[config.mk]
export PLATFORM = sky130hd
export DESIGN_NAME = sparce_skip_ctrl
export DESIGN_NICKNAME = d
export VERILOG_FILES = /design/src/rtl/sparce_skip_ctrl.sv
export SDC_FILE = /design/constraint.sdc
export NUM_CORES = 1
export LEC_CHECK = 0
export CAP_MARGIN = 15
export CORE_MARGIN = 3
export CORE_UTILIZATION = 37
export CTS_BUF_LIST = sky130_fd_sc_hd__clkbuf_8
export DETAILED_ROUTE_END_ITERATION = 8
export PLACE_DENSITY = 0.87
export SLEW_MARGIN = 20
export SYNTH_ARGS = -nofsm -noshare
export SYNTH_HDL_FRONTEND = slang
export SYNTH_SLANG_ARGS = --single-unit
[constraint.sdc]
create_clock -name CLK -period 1.8 [get_ports CLK]
set_clock_uncertainty 0.15 [all_clocks]
set_input_delay 0.27 -clock CLK [delete_from_list [all_inputs] [get_ports CLK]]
set_output_delay 0.27 -clock CLK [all_outputs]
set_load 0.03 [all_outputs]
[src/rtl/sparce_skip_ctrl.sv]
// SparCE fetch-skip redirect sequencer: IDLE -> REQ (held redirect) -> HOLD (holdoff) -> IDLE.
// Optional skip/block statistics counters are built only when SPARCE_SKIP_STATS_EN is defined.
module sparce_skip_ctrl #(
    parameter int HOLDOFF_CYCLES = 2,
    parameter int CNT_W          = 32
) (
    input  logic             CLK,
    input  logic             RST,
    input  logic             fetch_valid,
    input  logic             skip_valid,
    input  logic [31:0]      skip_target,
    input  logic             ctrl_flow_enable,
    input  logic             pipe_flush,
    input  logic             redirect_ack,
    output logic             redirect_req,
    output logic [31:0]      redirect_pc,
    output logic             busy,
    output logic [CNT_W-1:0] skip_count,
    output logic [CNT_W-1:0] block_count,
    output logic [1:0]       fsm_state
);

    typedef enum logic [1:0] {
        IDLE = 2'd0,
        REQ  = 2'd1,
        HOLD = 2'd2
    } state_t;

    localparam logic [3:0] HOLD_LOAD   = 4'(HOLDOFF_CYCLES);
    localparam bit         HOLD_BYPASS = (HOLDOFF_CYCLES == 0);

    state_t     state;
    logic [3:0] hold_cnt;

    // Handshake: redirect_req rises the cycle after an accept and is held with a stable
    // redirect_pc until redirect_ack is sampled high (or a flush aborts it); ack is ignored
    // whenever redirect_req is low.
    always_ff @(posedge CLK or posedge RST) begin
        if (RST) begin
            state        <= IDLE;
            hold_cnt     <= 4'd0;
            redirect_req <= 1'b0;
            redirect_pc  <= 32'd0;
        end else begin
            case (state)
                IDLE: begin
                    if (pipe_flush) begin
                        state    <= HOLD_BYPASS ? IDLE : HOLD;
                        hold_cnt <= HOLD_LOAD;
                    end else if (fetch_valid && skip_valid && ctrl_flow_enable) begin
                        redirect_pc  <= {skip_target[31:2], 2'b00};
                        redirect_req <= 1'b1;
                        state        <= REQ;
                    end
                end
                REQ: begin
                    if (pipe_flush || redirect_ack) begin
                        redirect_req <= 1'b0;
                        state        <= HOLD_BYPASS ? IDLE : HOLD;
                        hold_cnt     <= HOLD_LOAD;
                    end
                end
                HOLD: begin
                    if (pipe_flush) begin
                        hold_cnt <= HOLD_LOAD;
                    end else begin
                        hold_cnt <= hold_cnt - 4'd1;
                        if (hold_cnt <= 4'd1) begin
                            state <= IDLE;
                        end
                    end
                end
                default: begin
                    state        <= IDLE;
                    redirect_req <= 1'b0;
                end
            endcase
        end
    end

    assign busy      = (state != IDLE);
    assign fsm_state = state;

`ifdef SPARCE_SKIP_STATS_EN
    logic skip_inc;
    logic block_inc;

    // A flushed request is an abort, not a completed redirect.
    assign skip_inc  = (state == REQ) && redirect_ack && !pipe_flush;
    assign block_inc = (state == IDLE) && fetch_valid && skip_valid && !ctrl_flow_enable && !pipe_flush;

    always_ff @(posedge CLK or posedge RST) begin
        if (RST) begin
            skip_count  <= '0;
            block_count <= '0;
        end else begin
            if (skip_inc && (skip_count != '1)) begin
                skip_count <= skip_count + CNT_W'(1);
            end
            if (block_inc && (block_count != '1)) begin
                block_count <= block_count + CNT_W'(1);
            end
        end
    end
`else
    assign skip_count  = '0;
    assign block_count = '0;
`endif

endmodule

Word level (Yosys, flattened, before mapping)
Index checks and enable logic that the tools add are counted.
{"block": "totals", "mem_bits_ro": 0, "reg_bits": 37, "word_cells": 41, "n_memories": 0, "mem_bits_rw": 0, "latchBits": 0}
{"block": "op_classes", "add_sub_neg": 1, "n_div": 0, "n_bitwise": 2, "n_lt_le_gt_ge": 1, "n_eq_ne": 9, "n_shift": 0, "mux": 14, "multipliers": 0, "reduce_logical": 10}
{"cell": "$mux 4", "count": 3}
{"cell": "$ne 2x2->1 const B", "count": 6}
{"cell": "$pmux 4 s3", "count": 1}
{"cell": "$mux 2", "count": 5}
{"cell": "$reduce_and 4->1", "count": 2}
{"cell": "$pmux 2 s3", "count": 1}
{"cell": "$reduce_and 3->1", "count": 2}
{"cell": "$le 4x1->1 const B", "count": 1}
{"cell": "$sub 4x1->4 const B", "count": 1}
{"cell": "$mux 1", "count": 3}
{"cell": "$ne 3x3->1 const B", "count": 1}
{"cell": "$pmux 1 s3", "count": 1}
{"cell": "$reduce_bool 3->1", "count": 1}
{"cell": "$eq 2x1->1 const B", "count": 1}
{"cell": "$eq 2x2->1 const B", "count": 1}
{"cell": "$logic_and 1x1->1", "count": 2}
{"cell": "$logic_not 2->1", "count": 1}
{"cell": "$not 1->1", "count": 2}
{"cell": "$reduce_bool 2->1", "count": 1}
{"cell": "$logic_or 1x1->1", "count": 1}

Longest topological paths before layout
{"block": "logic_depth", "depth_word": 5, "depth_mapped": 5}

Least setup slack after synthesis
No wires, ideal clock.
{"block": "synth_timing", "path_kind": "reg2reg", "from": "register state[0] (netlist: fsm_state[0])", "to": "register redirect_pc[10]", "arrival_time_ns": 1.566, "slack_ns": -0.043, "path_stages_with_launch": 5, "setup_ns": 0.128, "t_required_ns": 1.522, "path_cell_list": "dfrtp_1 -> buf_2 -> nor4_4 -> buf_4 -> mux2_1"}
{"block": "synth_via", "elab_chain_cells": 2}
{"item": "from (decl)", "line_no": "32", "text": "state_t state;"}
{"item": "from (signal assigned)", "line_no": "48", "text": "state <= HOLD_BYPASS ? IDLE : HOLD;"}
{"item": "from (signal assigned)", "line_no": "59", "text": "state <= HOLD_BYPASS ? IDLE : HOLD;"}
{"item": "$logic_not 2->1", "line_no": "45", "text": "case (state)"}
{"item": "$reduce_and 3->1 (no line)"}
{"item": "to (signal assigned)", "line_no": "51", "text": "redirect_pc <= {skip_target[31:2], 2'b00};"}
{"item": "to (decl)", "line_no": "16", "text": "output logic [31:0] redirect_pc,"}
No other way between the ends.
A chain may end at the register's enable or synchronous reset.

Final worst setup path
{"block": "layout_timing", "from": "register state[0] (netlist: fsm_state[0])", "to": "output busy"}
{"block": "layout_via", "elab_chain_cells": 1}
{"item": "$reduce_bool 2->1", "line_no": "81", "text": "assign busy = (state != IDLE);"}
{"item": "to (decl)", "line_no": "17", "text": "output logic busy,"}
No other way between the ends.

==> impl_metrics.toml <==
[outcome]
status = "completed"

[floorplan]
ios = 139
die_h_um = 80.3
rows = 26
initial_core_util_pct = 39.0
dieArea_sq_um = 6450
design.core.area_sq_um = 5240
die_x_um = 80.3

[timing]
grt_setup_unrepaired = "true"
period_share_pct = 97.9
min_period_ns = 1.76
max_freq_mhz = 567
finalSetupTns_ns = 0
hold_viol = 0
setup_viol = 0
drv_slew = 0

[yosys]
synth_cells = 175
ys_types = 27
yosysWarnings = 0
ys_seq_area_share_pct = 45.3
avgSynthCellArea_sq_um = 11.7
syn_area_sq_um = 2040
ys_ff_latch = 37

[grt]
grt_pass1_vias = 1329
gr-total-overflow = 0
grt_pass1_wl_mm = 6.24
track_usage_pct = 12.3
antenna_found_initial = 0
grt_max_degree = 38

[route]
vias = 1391
wirelength_mm = 4.26
firstDrtPassIters = 4
drc = 0
wl_per_cell_um = 12.8
detail_route.vias_per_cell = 4.19
ant_nets = 0
initialDrtViolationCount = 36

[power_and_ir_drop]
p_leak_nw = 1.38
peakVddDrop_uv = 949
cellPowerDensity_nw_per_um2 = 1500
finalPower_mw = 4.30

[clock_tree]
clk_pin_slew_ns = 0.08
clk_path_buf_depth = 2
root_buffer = "clkbuf_8"
numCtsBuffers = 5
clock_sinks = 37
cts_tree = "built"
insertion_delay_ns = 0.28
h-tree-depth = 2
holdBufCountCts = 0

[final_layout]
nets = 302
fin_cells = 332
drive_above_1_share_pct = 13.0
fin_util_pct = 54.6
area_growth_pct = 40.1
diodes = 0
final_cell_mix = "conb_1, clkdlybuf4s50_1, dfrtp_1"

[worst_setup_path]
arrival_ns = 1.34
r2r-end = "redirect_pc[20]$_DFFE_PP0P_"
r2r_cells = 5
worstSetupStartpointType = "flop"
crit_type = "flop to primary output"
critPathMaxFanout = 2
timing.rr.start = "fsm_state[0]$_DFFE_PP0P_"
r2r_slack_ns = 0.06
required_ns = 1.38
cp-end-kind = "primary output"

[worst_hold_path]
hold_class = "primary input to async pin"

[flow_run]
maxCapViolCount = 0

[placement]
dp.cells = 317
gp_congestion = 0.760
dp_hpwl_mm = 2.98
place.port_buffers = 70
[per-layer routing]
metal	wire [um]	GRT usage (%)
met5	0	0
met4	0	3.04
met3	335	4.15
met2	2320	22.4
met1	1610	13.7
[worst max path at each step]
stage                                         from                     endpoint  slack (ns)
after global routing      fsm_state[0]$_DFFE_PP0P_  redirect_pc[24]$_DFFE_PP0P_       -0.01
after detailed placement          ctrl_flow_enable  redirect_pc[13]$_DFFE_PP0P_       -0.18
after CTS                 fsm_state[1]$_DFFE_PP0P_   redirect_pc[2]$_DFFE_PP0P_       0.004
final                     fsm_state[0]$_DFFE_PP0P_                         busy        0.04
after global placement            ctrl_flow_enable  redirect_pc[23]$_DFFE_PP0P_       -0.15
after floorplan           fsm_state[0]$_DFFE_PP0P_  redirect_pc[10]$_DFFE_PP0P_        0.03
[logic make-up (layout without fill, tap and decap cells)]
family / Yosys count / in the layout / synth area share, %
compound gates: 10 / 10 / 3.68
fa+ha+maj: 2 / 2 / 1.23
buf+inv: 76 / 98 / 26.8
flops: 37 / 37 / 45.3
mux: 31 / 31 / 17.1
other cells: 1 / 66 / 0.184
simple gates: 18 / 18 / 5.70
[cell type report]
class                   instances  area, sq um
clock buffers                   5         68.8
clock inverters                 3         42.5
fillers                       472         2380
inverters                       4         15.0
multi-input cells             127          836
flip-flops and latches         37          927
well taps                      70         87.6
repair buffers                 86          883
[registers in the layout, indices dropped and copies added, names as in the netlist]
signal and count:
redirect_req 1, fsm_state 2, hold_cnt 4, redirect_pc 30
[stage by stage]
| stage | hold slack [ns] | instance area, sq um | worst slack, ns |
|---|---|---|---|
| floorplan | 0.255 | 2300 | 0.0325 |
| global placement | 0.317 | 2640 | -0.147 |
| detailed placement | 0.325 | 2640 | -0.180 |
| CTS | 0.197 | 2790 | 0.00414 |
| global route | 0.220 | 2860 | -0.0131 |
| finish | 0.195 | 2860 | 0.0374 |
[report_power, final]
group	leakage [nW]	switching [mW]	internal [mW]	total (mW)
combinational	0.863	1.26	0.959	2.22
clock	0.0595	0.294	0.410	0.704
sequential	0.458	0.191	1.19	1.38
total	1.38	1.74	2.56	4.30
[timing repair]
item                       in CTS  in global routing
gates cloned                    1                  2
pin swaps                       0                  1
resized for setup               4                  8
hold endpoints to repair        0                  0
setup buffers                   2                  2
setup endpoints to repair       6                 30
[synth_stat cells, drive strengths merged]
cell type / number / share of area (%)
o22ai: 1 / 0.31
a211o: 3 / 1.3
clkbuf: 1 / 0.18
a31o: 1 / 0.43
or2: 1 / 0.31
nor3: 1 / 0.24
nor2: 3 / 0.55
buf: 71 / 26
a21oi: 2 / 0.49
dfrtp: 37 / 45
ha: 2 / 1.2
mux2: 31 / 17
or4b: 1 / 0.49
nand2: 3 / 0.55
o31ai: 1 / 0.37
nand3: 1 / 0.24
o21a: 1 / 0.37
nor4b: 1 / 0.43
conb: 1 / 0.18
a2bb2oi: 1 / 0.43
and3: 2 / 0.61
inv: 4 / 0.74
nor4: 5 / 2.3
[critical path, stage by stage, from the launching register on]
cell,delay [ns]
dfrtp_2,0.42
or2_2,0.29
dlygate4sd2_1,0.35
(Power assumes the default switching activity.)
